==> src/rtl/slice_pkg.sv <==
// Shared types for the logic-slice result capture path.
// Widths, driven-bit mask, stored word bundle and occupancy states.
package slice_pkg;

  localparam int SLICE_W = 41;
  localparam int SEQ_W   = 8;

  localparam logic [SLICE_W-1:0] SLICE_DRIVEN_MASK =
    41'h00F_F000_0FF9;

  typedef struct packed {
    logic [SLICE_W-1:0] data;
    logic [SEQ_W-1:0]   seq;
  } slice_word_t;

  typedef enum logic [1:0] {
    OCC_EMPTY = 2'd0,
    OCC_ONE   = 2'd1,
    OCC_FULL  = 2'd2
  } occ_e;

  function automatic logic [SLICE_W-1:0] mask_res(
    input logic [SLICE_W-1:0] c
  );
    return c & SLICE_DRIVEN_MASK;
  endfunction

endpackage

==> src/rtl/slice_result_capture_skid_buf.sv <==
// Two-entry skid buffer of slice_word_t with valid/ready.
// Ports: clk, rst_n, in_valid/in_ready/in_word, out_valid/out_ready/out_word.
module slice_skid_buf
  import slice_pkg::*;
(
  input  logic        clk,
  input  logic        rst_n,
  input  logic        in_valid,
  output logic        in_ready,
  input  slice_word_t in_word,
  output logic        out_valid,
  input  logic        out_ready,
  output slice_word_t out_word
);

  occ_e        occ;
  slice_word_t main_q;
  slice_word_t skid_q;

  logic acc;
  logic hand;

  // in_ready and out_valid are registers so the upstream
  // never sees a combinational path from out_ready.
  assign acc      = in_valid & in_ready;
  assign hand     = out_valid & out_ready;
  assign out_word = main_q;

  always_ff @(posedge clk or negedge rst_n) begin
    if (!rst_n) begin
      occ       <= OCC_EMPTY;
      main_q    <= '0;
      skid_q    <= '0;
      in_ready  <= 1'b1;
      out_valid <= 1'b0;
    end else begin
      unique case (occ)
        OCC_EMPTY: begin
          if (acc) begin
            main_q    <= in_word;
            occ       <= OCC_ONE;
            out_valid <= 1'b1;
          end
        end
        OCC_ONE: begin
          if (acc && !hand) begin
            skid_q   <= in_word;
            occ      <= OCC_FULL;
            in_ready <= 1'b0;
          end else if (!acc && hand) begin
            occ       <= OCC_EMPTY;
            out_valid <= 1'b0;
          end else if (acc && hand) begin
            main_q <= in_word;
          end
        end
        OCC_FULL: begin
          // Older word sits in main; skid moves up on handoff.
          if (hand) begin
            main_q   <= skid_q;
            occ      <= OCC_ONE;
            in_ready <= 1'b1;
          end
        end
        default: begin
          occ       <= OCC_EMPTY;
          in_ready  <= 1'b1;
          out_valid <= 1'b0;
        end
      endcase
    end
  end

endmodule

==> src/rtl/slice_result_capture.sv <==
// Registered capture of the logic-slice result vector with seq tagging.
// Ports: CK, RN, C_IN/IN_VALID/IN_READY, OUT_DATA/OUT_SEQ/OUT_VALID/OUT_READY, CLR_SEQ, OVF_CNT.
module slice_result_capture
  import slice_pkg::*;
#(
  parameter int                 WIDTH       = SLICE_W,
  parameter logic [WIDTH-1:0]   DRIVEN_MASK = SLICE_DRIVEN_MASK,
  parameter int                 SEQ_BITS    = SEQ_W
) (
  input  logic                CK,
  input  logic                RN,
  input  logic [WIDTH-1:0]    C_IN,
  input  logic                IN_VALID,
  output logic                IN_READY,
  output logic [WIDTH-1:0]    OUT_DATA,
  output logic [SEQ_BITS-1:0] OUT_SEQ,
  output logic                OUT_VALID,
  input  logic                OUT_READY,
  input  logic                CLR_SEQ,
  output logic [SEQ_BITS-1:0] OVF_CNT
);

  localparam logic [SEQ_BITS-1:0] TAG_ONE = 1;

  logic [SEQ_BITS-1:0] tag;
  logic [SEQ_BITS-1:0] ovf;
  logic                acc;
  slice_word_t         in_w;
  slice_word_t         out_w;

  assign acc       = IN_VALID & IN_READY;
  assign in_w.data = C_IN & DRIVEN_MASK;
  assign in_w.seq  = tag;

  slice_skid_buf u_skid (
    .clk       (CK),
    .rst_n     (RN),
    .in_valid  (IN_VALID),
    .in_ready  (IN_READY),
    .in_word   (in_w),
    .out_valid (OUT_VALID),
    .out_ready (OUT_READY),
    .out_word  (out_w)
  );

  assign OUT_DATA = out_w.data;
  assign OUT_SEQ  = out_w.seq;
  assign OVF_CNT  = ovf;

  // The accepted word has already latched the old tag,
  // so a same-cycle clear simply overrides the increment.
  always_ff @(posedge CK or negedge RN) begin
    if (!RN) begin
      tag <= '0;
      ovf <= '0;
    end else begin
      if (acc) begin
        tag <= tag + TAG_ONE;
        if ((&tag) && !(&ovf))
          ovf <= ovf + TAG_ONE;
      end
      if (CLR_SEQ)
        tag <= '0;
    end
  end

endmodule

==> config.mk <==
export PLATFORM = sky130hd
export DESIGN_NAME = slice_result_capture
export DESIGN_NICKNAME = d
export VERILOG_FILES = /design/src/rtl/slice_pkg.sv /design/src/rtl/slice_result_capture_skid_buf.sv /design/src/rtl/slice_result_capture.sv
export SDC_FILE = /design/constraint.sdc
export NUM_CORES = 1
export LEC_CHECK = 0
export ABC_AREA = 1
export CORE_MARGIN = 2
export CORE_UTILIZATION = 54
export DETAILED_ROUTE_END_ITERATION = 8
export MAX_ROUTING_LAYER = met4
export PLACE_DENSITY_LB_ADDON = 0.15
export SYNTH_ARGS = -nofsm -noshare
export SYNTH_HDL_FRONTEND = slang
export SYNTH_HIERARCHICAL = 1
export SYNTH_SLANG_ARGS = --single-unit
==> constraint.sdc <==
create_clock -name CK -period 1.9 [get_ports CK]
set_input_delay 0.38 -clock CK [delete_from_list [all_inputs] [get_ports CK]]
set_output_delay 0.38 -clock CK [all_outputs]
set_load 0.02 [all_outputs]
# --- Word level (Yosys, flattened, before mapping) ---
# Cells that the tools add are included.
word_totals:
  out_inout_bits: 59
  register_bits: 95
  wordCells: 63
op_classes:
  n_reduce_logical: 18
  addsub: 2
  n_mux: 20
  n_bitwise: 4
  n_eq_ne: 10
op_table:
  columns: ["cell", "n"]
  rows:
  - ["$mux W49", 5]
  - ["$pmux W49 S3", 1]
  - ["$add A8 B1 Y8 const B", 2]
  - ["$mux W8", 2]
  - ["$reduce_and A8 Y1", 2]
  - ["$ne A2 B1 Y1 const B", 5]
  - ["$mux W2", 4]
  - ["$pmux W1 S3", 2]
  - ["$pmux W2 S3", 1]
  - ["$reduce_and A3 Y1", 2]
  - ["$reduce_and A6 Y1", 1]
  - ["$mux W1", 5]
  - ["$logic_and A1 B1 Y1", 4]
  - ["$ne A2 B2 Y1 const B", 2]
  - ["$reduce_and A2 Y1", 2]
  - ["$reduce_and A4 Y1", 1]
  - ["$logic_not A1 Y1", 3]
  - ["$ne A3 B1 Y1 const B", 1]
  - ["$reduce_bool A3 Y1", 1]
  - ["$and A1 B1 Y1", 2]
  - ["$eq A2 B1 Y1 const B", 1]
  - ["$eq A2 B2 Y1 const B", 1]
  - ["$logic_not A2 Y1", 1]
  - ["$not A1 Y1", 2]
  - ["$reduce_bool A2 Y1", 1]

# --- Longest topological paths before layout ---
logic_depth:
  word_depth: 6
  depth_mapped: 11
  ltp_nobuf: 9

# --- Cells and area by module ---
# The synthesis kept the hierarchy.
modules_own_cells:
  columns: ["module", "area_each_um2", "cells_each", "n_inst"]
  rows:
  - ["slice_skid_buf", 4639.4, 586, 1]
  - ["slice_result_capture", 970.9, 126, 1]

# --- Worst setup path after synthesis ---
# No wires, ideal clock.
synth_path:
  kind: "register to register"
  startpoint: "register u_skid.in_ready"
  endpoint: "register u_skid.main_q (netlist bit u_skid/out_word[0])"
  slack_ps: 177
  synth_period_minus_slack_ps: 1723
  t_arrival_ps: 1606
  required_ps: 1783
  stages_incl_launch_ff: 11
  path_buffers: 2
  setup_time_ps: 117
  cell_sequence: "dfstp_2 nand2_1 inv_1 ha_1 nor2_1 nand3_1 nand2_2 buf_4 buf_4 nand3_1 nand2_1"
synth_via:
  elab_chain_len: 5
  word_cells_on_any_way: 10
synth_lines:
  columns: ["element", "line", "source"]
  rows:
  - ["start, declared", "slice_result_capture_skid_buf.sv:9", "output logic in_ready,"]
  - ["start signal, assigned", "slice_result_capture_skid_buf.sv:34", "in_ready <= 1'b1;"]
  - ["start signal, assigned", "slice_result_capture_skid_buf.sv:49", "in_ready <= 1'b0;"]
  - ["start signal, assigned", "slice_result_capture_skid_buf.sv:62", "in_ready <= 1'b1;"]
  - ["$and A1 B1 Y1 (*)", "slice_result_capture_skid_buf.sv:25", "assign acc = in_valid & in_ready;"]
  - ["$logic_not A1 Y1", "slice_result_capture_skid_buf.sv:50", "end else if (!acc && hand) begin"]
  - ["$logic_and A1 B1 Y1", "slice_result_capture_skid_buf.sv:50", null]
  - ["$ne A2 B2 Y1 (no source line)", null, null]
  - ["$reduce_and A6 Y1 (no source line) (*)", null, null]
  - ["end signal, assigned", "slice_result_capture_skid_buf.sv:40", "main_q <= in_word;"]
  - ["end signal, assigned", "slice_result_capture_skid_buf.sv:54", "main_q <= in_word;"]
  - ["end signal, assigned", "slice_result_capture_skid_buf.sv:60", "main_q <= skid_q;"]
  - ["end, declared", "slice_result_capture_skid_buf.sv:17", "slice_word_t main_q;"]
# Every way passes the cells marked *; elsewhere a longest branch is shown, timed or not.
# A chain may end at the register's enable or synchronous reset.

# --- Worst setup path in the final report ---
layout_path:
  startpoint: "register u_skid.main_q (netlist bit u_skid/out_word[9])"
  endpoint: "output OUT_DATA[1]"
layout_lines:
  columns: ["element", "line", "source"]
  rows:
  - ["end, declared", "slice_result_capture.sv:15", "output logic [WIDTH-1:0] OUT_DATA,"]
# No word-level cell between the ends.

==> qor.csv <==
stage,metric,value,unit
status,outcome,"finished, final reports clean",
yosys,synth unique cells,29,
finish,Final Cell Area,0.00733,mm2
pwr,logic gate share of total power,0.031,
cts,CTS root buffer,clkbuf_8,
yosys,Yosys Warn Count,6,
sta,setup TNS,0,ns
floorplan,die height,106,um
finish,Filler Cell Count,810,
cts,Bufs on Longest Clock Path,2,
critical_path,cell breakdown of the critical path,clkdlybuf4s50_1,
pwr,worst vdd ir,0.495,mV
pwr,Sequential Power Share,0.467,
job,total of max-cap violations,0,
sta,post-route clock period utilization,0.977,
finish,"commonest non-fill, non-tap cell in the layout",nand2_1,
critical_path,CP Data Arrival Time,1.48,ns
critical_path,"Max FO, Critical Path",2,
route,final WL,12400,um
cts,Num CTS Buffers,17,
sta,Hold Fails Final Rpt,0,
route,Routed wire per std cell,12.5,um
route,number of detailed-route iterations in the first pass,6,
finish,Finished Layout Cells,987,
placement,placed cell area,0.00679,mm2
pwr,Lkg Pwr,3.87,nW
critical_path,Crit path max-delay family,buffers and inverters,
sta,Peak Freq,539,MHz
placement,placed cells,957,
cts,CTS tree,done,
cts,clk slew on worst S/H paths,0.05,ns
finish,FF/Latch Area,0.00295,mm2
sta,max-slew violations,0,
cts,clk_lat worst skew,0.51,ns
route,DRT iter0 DRCs,336,
critical_path,CP required,1.52,ns
min_path,worst min path class,input port to async pin,
floorplan,starting density of the core,0.551,
placement,dpl hpwl,8130,um
sta,RSZ-0062 raised after global routing,false,
global_routing,antenna violations before repair,0,
yosys,cell area after synthesis,0.00561,mm2
pwr,P_sw,1.10,mW
global_routing,first-pass GRT wire length,21100,um
pwr,clock share of power,0.502,
placement,placer congestion estimate,0.821,
route,remaining antenna violation count,0,
pwr,internal power,4.29,mW
sta,clk_skew,0.00663,ns
critical_path,Worst Path Buf+Inv,1,
global_routing,Tot GR Track Use,0.243,
finish,antenna diode count,0,
global_routing,vias in the first global route,4734,
route,vias,4939,
critical_path,Crit. End Element,primary output,
critical_path,startpoint types,flip-flop,
finish,Nets,892,
floorplan,core area,0.0102,mm2
floorplan,Top Ports,105,
critical_path,critical path class,flip-flop to primary output,
route,DRC violations left,0,
finish,area occupied by multi-input gates,0.00243,mm2
yosys,"Seq/Total Area, Yosys",0.527,
sta,Final setup viols,0,
finish,"Area growth, synth to finish",30.7,%
floorplan,Die Area,0.0112,mm2
finish,most frequent cells in the layout,"302 x nand2_1, 117 x dfrtp_1, 83 x nand3_1",
cts,clock net sink count,118,
cts,maximum level of the CTS H-tree,4,
floorplan,Die Wd,106,um
floorplan,Rows,37,
pwr,Pwr per Cell Area,735,mW/mm2
yosys,cells after synthesis,712,
yosys,register bit total from synthesis,118,
global_routing,GR Overflow Total,0,
finish,Finished Core Util,0.720,
placement,PortBufs,81,
critical_path,Max stage delay on crit path,0.63,ns
sta,post-layout min period,1.86,ns
critical_path,"Slowest-stage cell, CP",clkdlybuf4s50_1,
yosys,Avg Inst Size Synth,7.88,um2
global_routing,largest net degree at the start of global routing,72,
finish,share of post-route cells with drive strength above 1,0.0846,
route,Vias/cell,5.00,
pwr,sw frac,0.205,
-- cell type report --
class | instances | share of cell area
Inverter | 52 | 0.0268
Sequential cell | 118 | 0.403
Timing Repair Buffer | 103 | 0.147
Clock inverter | 5 | 0.00341
Tap cell | 136 | 0.0232
Clock buffer | 24 | 0.0655
Multi-Input combinational cell | 549 | 0.331
-- path summary, 6_finish.rpt --
kind                            slack (ns)                   to  cells past startpoint                 from
worst max-delay path                  0.04          OUT_DATA[1]                      1   u_skid/out_word[9]
worst max register to register        0.20  u_skid/out_word[40]                     10      u_skid/in_ready
worst min register to register        0.46  u_skid/out_word[25]                      2  u_skid/out_word[25]
max in group asynchronous             0.83      u_skid/in_ready                      3                   RN
min in group CK                       0.44    u_skid/skid_q[40]                      3             C_IN[32]
worst min-delay path                  0.35  u_skid/out_word[24]                      2                   RN
-- sequential cells by signal, summed over array words and instances (netlist names) --
register,cells
OVF_CNT,8
tag,8
u_skid/in_ready,1
u_skid/occ,2
u_skid/out_valid,1
u_skid/out_word,49
u_skid/skid_q,49
-- power groups by stage --
stage | logic [mW] | clock network (mW) | registers [mW]
6_report | 0.166 | 2.71 | 2.52
5_1_grt | 0.195 | 2.88 | 2.51
3_5_place_dp | 0.165 | 0 | 2.56
4_1_cts | 0.168 | 2.76 | 2.52
3_3_place_gp | 0.163 | 0 | 2.56
2_1_floorplan | 0.0473 | 0 | 2.56
-- metal layers --
metal	global-route usage	share of wire
met5	-	0
met1	0.287	0.41
met3	0.0595	0.048
met2	0.411	0.52
met4	0.0818	0.015
-- what timing repair did --
item                                    CTS  global route
gates resized for setup                  14            18
endpoints found under the hold margin    28             0
setup buffers                             0             0
hold buffers                              1             0
endpoints found under the setup margin   14            18
-- cells in the mapped netlist --
cell type  count  share of area
nand2_1      302           0.20
dfrtp_1      117           0.52
nand3_1       83          0.074
inv_1         46          0.031
o21ai_0       43          0.038
buf_2         21          0.019
o21ai_1       21          0.019
nor2_1        20          0.013
clkbuf_1       8         0.0054
buf_4          7         0.0094
a21oi_1        6         0.0054
ha_1           5          0.011
inv_2          5         0.0033
nand2_2        5         0.0056
nand2_4        3         0.0060
nor3_1         3         0.0027
nand3_2        2         0.0036
nor2_2         2         0.0022
nor2_4         2         0.0040
nor2_8         2         0.0071
a21o_1         1         0.0013
buf_1          1        0.00067
buf_6          1         0.0020
clkinv_2       1        0.00089
conb_1         1        0.00067
dfstp_2        1         0.0047
nand3_4        1         0.0031
nand3b_1       1         0.0013
xor2_1         1         0.0016
-- per-stage QoR --
stage | setup slack, ns | hold slack, ns | power [mW]
after detailed placement | -0.193 | 0.349 | 2.72
after global routing | 0.000204 | 0.380 | 5.59
after floorplan | 0.177 | 0.0844 | 2.61
final | 0.0443 | 0.351 | 5.39
after global placement | -0.156 | 0.350 | 2.72
after CTS | 0.00239 | 0.356 | 5.45
-- kinds of logic (layout without fill, tap and decap cells) --
logic type      Yosys count  after routing  synth area share
fa+ha+maj                 5              5            0.0112
compound gates           71             71            0.0638
xor+xnor                  1              1           0.00156
other cells               1             46          0.000668
flops                   118            118             0.527
simple gates            426            426             0.325
buf+inv                  90            184            0.0711
(Power assumes the default switching activity.)
